===== src/rtl/phase_spike_emitter.sv =====
// phase_spike_emitter: replays queued phase words as spikes on the gamma cycle; PSE_HOLD_LAST_EN re-arms the last target when the queue is empty
module phase_spike_emitter #(
    parameter int DEPTH     = 4,
    parameter int CNT_W     = 3,
    parameter int CYCLE_LEN = 256,
    parameter int PULSE_LEN = 1
) (
    input  logic             clk,
    input  logic             rst,
    input  logic             cycle_start,
    input  logic [7:0]       global_phase,
    input  logic [7:0]       phase_in,
    input  logic             phase_valid,
    output logic             phase_ready,
    output logic             spike_out,
    output logic [7:0]       spike_phase,
    output logic             armed,
    output logic             missed,
    output logic [CNT_W-1:0] fifo_count
);
    localparam int AW = $clog2(DEPTH);
    typedef enum logic [1:0] {IDLE, ARMED, FIRING, DONE} state_t;
    state_t state_q, state_d;
    logic [7:0] mem_q [DEPTH];
    logic [AW-1:0] wr_q, wr_d, rd_q, rd_d;
    logic [CNT_W-1:0] cnt_q, cnt_d;
    logic [7:0] tgt_q, tgt_d, sph_q, sph_d, cand;
    logic [3:0] pls_q, pls_d;
    logic spike_q, spike_d, missed_q, missed_d, push, pop, load, hit;
    assign push = phase_valid && phase_ready;
    assign pop = cycle_start && cnt_q != '0;
`ifdef PSE_HOLD_LAST_EN
    logic have_q, have_d;
    assign have_d = have_q || pop;
    assign load = pop || have_q;
    always_ff @(posedge clk) have_q <= rst ? 1'b0 : have_d;
`else
    assign load = pop;
`endif
    assign cand = pop ? mem_q[rd_q] : tgt_q;
    // the target loaded at cycle_start is already compared in that same clock
    assign hit = (cycle_start ? load : state_q == ARMED) && global_phase == cand && int'(cand) < CYCLE_LEN;
    always_ff @(posedge clk) begin
        if (push) mem_q[wr_q] <= phase_in;
        if (rst) begin
            state_q  <= IDLE;
            wr_q     <= '0;
            rd_q     <= '0;
            cnt_q    <= '0;
            tgt_q    <= '0;
            sph_q    <= '0;
            pls_q    <= '0;
            spike_q  <= 1'b0;
            missed_q <= 1'b0;
        end else begin
            state_q  <= state_d;
            wr_q     <= wr_d;
            rd_q     <= rd_d;
            cnt_q    <= cnt_d;
            tgt_q    <= tgt_d;
            sph_q    <= sph_d;
            pls_q    <= pls_d;
            spike_q  <= spike_d;
            missed_q <= missed_d;
        end
    end
    always_comb begin
        state_d = state_q;
        if (cycle_start) state_d = !load ? IDLE : hit ? FIRING : ARMED;
        else if (hit) state_d = FIRING;
        else if (state_q == FIRING && pls_q >= 4'(PULSE_LEN)) state_d = DONE;
    end
    always_comb begin
        spike_d  = hit || (!cycle_start && state_q == FIRING && pls_q < 4'(PULSE_LEN));
        pls_d    = hit ? 4'd1 : spike_d ? pls_q + 4'd1 : pls_q;
        sph_d    = hit ? global_phase : sph_q;
        missed_d = cycle_start && state_q == ARMED;
        tgt_d    = cand;
        wr_d     = wr_q + AW'(push);
        rd_d     = rd_q + AW'(pop);
        cnt_d    = cnt_q + CNT_W'(push) - CNT_W'(pop);
    end
    assign phase_ready = int'(cnt_q) < DEPTH;
    assign fifo_count  = cnt_q;
    assign spike_out   = spike_q;
    assign spike_phase = sph_q;
    assign armed       = state_q == ARMED;
    assign missed      = missed_q;
endmodule

===== config.mk =====
export PLATFORM = sky130hd
export DESIGN_NAME = phase_spike_emitter
export DESIGN_NICKNAME = d
export VERILOG_FILES = /design/src/rtl/phase_spike_emitter.sv
export SDC_FILE = /design/constraint.sdc
export NUM_CORES = 1
export LEC_CHECK = 0
export ABC_AREA = 1
export ABC_CLOCK_PERIOD_IN_PS = 4800
export BUFFER_PORTS_ARGS = -buffer_cell sky130_fd_sc_hd__buf_2
export CORE_UTILIZATION = 26
export DETAILED_ROUTE_END_ITERATION = 10
export GPL_ROUTABILITY_DRIVEN = 0
export PLACE_DENSITY = 0.52
export SYNTH_ARGS = -nofsm -noshare
export SYNTH_HDL_FRONTEND = slang
export SYNTH_SLANG_ARGS = --single-unit

===== constraint.sdc =====
create_clock -name clk -period 4.8 [get_ports clk]
set_clock_uncertainty 0.1 [all_clocks]
set_input_delay 0.24 -clock clk [delete_from_list [all_inputs] [get_ports clk]]
set_output_delay 0.24 -clock clk [all_outputs]
set_load 0.01 [all_outputs]

Word-level counts from Yosys, hierarchy flattened:

Memory sizes are Yosys's and may differ from the RTL's. A register that Yosys moved wholly into a read port is not among the register bits.
Cells that the tools add are included.
Widths: inputs -> output; s select.

* logic and storage cells: 47
* input bits: 20
* bits in latches: 0
* memories: 1
* register bits: 31
* bits in read-only memories: 0
* RAM bits: 32

Memory list
* mem_q: depth 4, bits a word 8, read ports 1, clocked after Yosys merged registers in 1, write ports 1, RTL line 24 `logic [7:0] mem_q [DEPTH];`

* multipliers: 0
* reduce and logical (&&, ||, !) cells: 13
* equal/unequal tests: 3
* shift operators: 0
* bitwise gates (word level): 0
* mux-type cells: 12
* div/mod/pow operators: 0
* order comparisons: 3
* $add $sub $neg: 5

Operator list (number)
* $mux 2: 6
* $eq 8x8->1: 1
* $mux 8: 1
* $logic_and 1x1->1: 7
* $reduce_bool 3->1: 2
* $mux 1: 5
* $add 2x1->2: 2
* $add 4x1->4 const B: 1
* $ge 4x1->1 const B: 1
* $lt 4x1->1 const B: 1
* $add 3x1->3: 1
* $lt 3x3->1 const B: 1
* $sub 3x1->3: 1
* $eq 2x1->1 const B: 1
* $eq 2x2->1 const B: 1
* $reduce_bool 2->1: 1
* $reduce_or 2->1: 1
* $logic_not 1->1: 1
* $logic_or 1x1->1: 1

Logic depth before layout (Yosys ltp):

* word-level depth: 8
* gate-level depth with buffers: 16
* mapped depth without buffers: 15

Least setup slack after synthesis:

No wires, ideal clock.

* path type: register -> register
* start point: reg cnt_q[2] (netlist: fifo_count[2])
* end point: reg cnt_q[2] (netlist: fifo_count[2])
* stages on the path, launching flop included: 10
* data arrival time: 1.771 ns
* clock period less this slack: 1.998 ns
* setup time: 0.127 ns
* setup slack: 2.802 ns
* data required time: 4.573 ns
* path through: dfxtp_1 -> nor2_2 -> a21oi_4 -> buf_6 -> ha_1 -> inv_1 -> ha_1 -> fa_1 -> xor2_1 -> nor2_1

* word-level cells in the longest chain between the ends: 4
* elaborated cells on any way between the ends: 6
* classes of those cells: 2 x add/sub; 1 x order compare; 3 x reduce/logical

Ends and longest elaborated chain
* start, declared: RTL line 26 `logic [CNT_W-1:0] cnt_q, cnt_d;`
* start signal, assigned: RTL line 59 `cnt_q <= cnt_d;`
* $lt 3x3->1: RTL line 83 `assign phase_ready = int'(cnt_q) < DEPTH;`
* $logic_and 1x1->1: RTL line 30 `assign push = phase_valid && phase_ready;`
* $add 3x1->3: RTL line 81 `cnt_d = cnt_q + CNT_W'(push) - CNT_W'(pop);`
* $sub 3x1->3 (*): RTL line 81

Mark *: on every way between the ends. The rest lies on a longest branch, timed or not.
A chain may end at the register's enable or synchronous reset.

==> flow_metrics.py <==
metrics = {
    "worst_setup_path": {
        "path_delay_family": "simple AND/OR/NAND/NOR gates",
        "cp.depth": 13,
        "endpoint_kind": "flop",
        "ff2ff_path_depth": 13,
        "cp-start-kind": "flop",
        "crit_slowest_cell": "dfxtp_1",
        "rr_endpoint": "state_q[0]",
        "cp_data_arrival_time_ns": 2.67,
        "crit_top_cell": "nand2_1",
        "crit_path_cell_trace": "inv_4 -> nand2_1 -> nand3_1 -> nand2_1 -> nand2_1 -> nand3_1 -> nand2_1 -> nor2_1 -> nand3_2 -> nor2_4 -> inv_1 -> nand2_1 -> a21oi_1",
        "required_ns": 4.93,
        "endpoint": "state_q[0]",
        "max_stage_delay_ns": 0.73,
        "cp_max_fo": 18,
        "path_buf_inv": 2,
        "setup.worst_path.start": "rd_q[0]",
        "r2r_start": "rd_q[0]",
        "critPathKind": "flop to flop",
        "ff2ff_setup_slack_ns": 2.26,
    },
    "yosys": {
        "synth_edf_count": 32,
        "synth_area_um2": 2790,
        "yosys_register_bits": 63,
        "post-synth-top-count-cell": "nand2_1",
        "ys.flop_type": "edfxtp_1",
        "synth.distinct_cells": 31,
        "syn_nets": 328,
        "yosysWarnings": 0,
        "async_reset_ff_share_pct": 0,
        "syn_inst": 300,
        "synthTopCellsByCount": "79 x nand2_1, 33 x inv_1, 32 x edfxtp_1, 31 x dfxtp_1, 28 x nand3_1",
        "yosys.area.top_type_share_pct": 34.4,
        "synth_area_leaders": "edfxtp_1 34%, dfxtp_1 22%, nand2_1 11%",
        "synth_area_per_cell_um2": 9.30,
        "synth_seq_area_share_pct": 56.7,
        "synth_area_leader_cell": "edfxtp_1",
    },
    "placement": {
        "dpl-instance-area_um2": 3080,
        "io_buffers": 34,
        "hpwl_mm": 3.89,
    },
    "sta": {
        "worst_pin_slew_ns": 0.631,
        "timing.final.crit_share_pct": 52.9,
        "setup-violations-final": 0,
        "max-slew-margin-rel_pct": 57.8,
        "grt_setup_unrepaired": "false",
        "min_period_ns": 2.54,
        "finalSetupTns_ns": 0,
        "finalHoldViolations": 0,
        "max_freq_ghz": 0.393,
        "slew_viol_final": 0,
    },
    "grt": {
        "antenna_found_initial": 0,
        "grt_max_degree": 20,
        "grt_pass1_vias": 2000,
        "met2_usage_pct": 16.3,
        "met1_usage_pct": 14.0,
        "grt_overflow_total": 0,
        "grt_pass1_wl_mm": 9.22,
        "met3_usage_pct": 2.29,
        "top_usage_layer": "met2",
        "grt_use_total_pct": 10.6,
    },
    "clock_network": {
        "clk_pin_slew_ns": 0.09,
        "cts_root_buf": "clkbuf_8",
        "cts_tree": "built",
        "clockBufferDepth": 2,
        "post_cts_buffers": 0,
        "clk_latency_ns": 0.35,
        "cts-buffers-inserted": 9,
        "cts_max_level": 3,
        "clock_sinks": 63,
    },
    "floorplanning": {
        "core_area_um2": 10400,
        "rows": 37,
        "design.die.area_um2": 11100,
        "die-height_um": 106,
        "start_util_pct": 26.9,
        "die_w_um": 106,
        "num_io_pins": 35,
    },
    "route": {
        "remaining_drc_errors": 0,
        "drt-pass1-iter-count": 4,
        "drt_wl_total_mm": 5.38,
        "avgViaCountPerCell": 4.14,
        "vias": 2001,
        "wire_per_inst_um": 11.1,
        "initialDrtViolationCount": 103,
        "ant_nets": 0,
    },
    "final_layout": {
        "nNetsFinal": 370,
        "drive_gt1_share_pct": 20.7,
        "area_growth_pct": 17.9,
        "antenna_cells": 0,
        "fillers": 1109,
        "multi_input_area_um2": 995,
        "final_area_um2": 3290,
        "seq_area_um2": 1580,
    },
    "worst_hold_path": {
        "hold_path_class": "input pin to flop",
    },
    "power": {
        "power_mw": 1.54,
        "peakVddDrop_uv": 131,
        "p_leak_nw": 1.43,
        "p_per_area_nw_per_um2": 468,
    },
    "outcome": {
        "status": "completed",
    },
    "job": {
        "maxCapViolCount": 0,
    },
}
## report_power, final
part / internal [mW] / switching [mW]
Sequential: 0.636 / 0.0507
Combinational: 0.153 / 0.266
Clock: 0.198 / 0.236
Total: 0.987 / 0.553
## repair_timing
item,CTS,global route
hold endpoints to repair,7,0
hold buffers,2,0
resized for setup,0,0
## cells in the final DEF, fill, tap and decap left out, types with 4 or more instances in the layout
| cell | synthesis | routed |
|---|---|---|
| nand3_2 | 4 | 4 |
| nand3_1 | 28 | 28 |
| clkbuf_8 | 0 | 9 |
| inv_1 | 33 | 33 |
| a21oi_1 | 12 | 12 |
| nor2_1 | 23 | 23 |
| edfxtp_1 | 32 | 32 |
| nor3_1 | 6 | 6 |
| buf_2 | 0 | 34 |
| ha_1 | 7 | 7 |
| dfxtp_1 | 31 | 31 |
| o21ai_0 | 6 | 6 |
| nand2_1 | 79 | 79 |
| buf_4 | 1 | 4 |
## cell families (layout without fill, tap and decap cells)
logic type,count (synthesis),after routing,synth area share [%]
AO/OA/AOI/OAI,28,28,6.23
buffers and inverters,45,92,7.67
XOR/XNOR,5,5,1.57
adder cells (fa/ha/maj),8,8,3.86
flip-flops,63,63,56.7
AND/OR/NAND/NOR,151,151,24.0
## final cells by class
class                           instances  area share (%)
Clock buffer                            9            3.76
Sequential cell                        63            48.1
Inverter                               36            4.18
Tap cell                              136            5.17
Timing Repair Buffer                   40            6.69
Multi-Input combinational cell        192            30.2
Clock inverter                          7            1.90
## layer usage
layer,wire length (µm),vias to the layer above
met5,0,-
met4,102,0
met3,182,12
met2,2350,41
met1,2740,896
li1,-,1052
## through the flow
step                instances  hold WS [ns]  setup slack (ns)  util [%]
floorplan                 300         0.239              2.80         -
global placement          465         0.356              2.32      29.7
detailed placement        465         0.357              2.24      29.7
CTS                       483      0.000380              2.23      31.7
global route              483       0.00192              1.86      31.7
finish                    483       0.00555              2.26      31.7
## worst min path at each step
stage,to,cells after the start,startpoint
finish,mem_q[0][2],1,phase_in[2]
global route,mem_q[2][5],1,phase_in[5]
CTS,mem_q[0][2],1,phase_in[2]
detailed placement,mem_q[0][7],1,phase_in[7]
global placement,pls_q[3],2,pls_q[3]
floorplan,mem_q[0][0],0,phase_in[0]
## state kept, by name, summed over array words and instances (netlist names)
| signal | flops |
|---|---|
| rd_q | 2 |
| missed | 1 |
| mem_q | 32 |
| state_q | 2 |
| pls_q | 4 |
| wr_q | 2 |
| spike_out | 1 |
| spike_phase | 8 |
| tgt_q | 8 |
| fifo_count | 3 |
No activity file was read; power rests on OpenSTA's default activity.
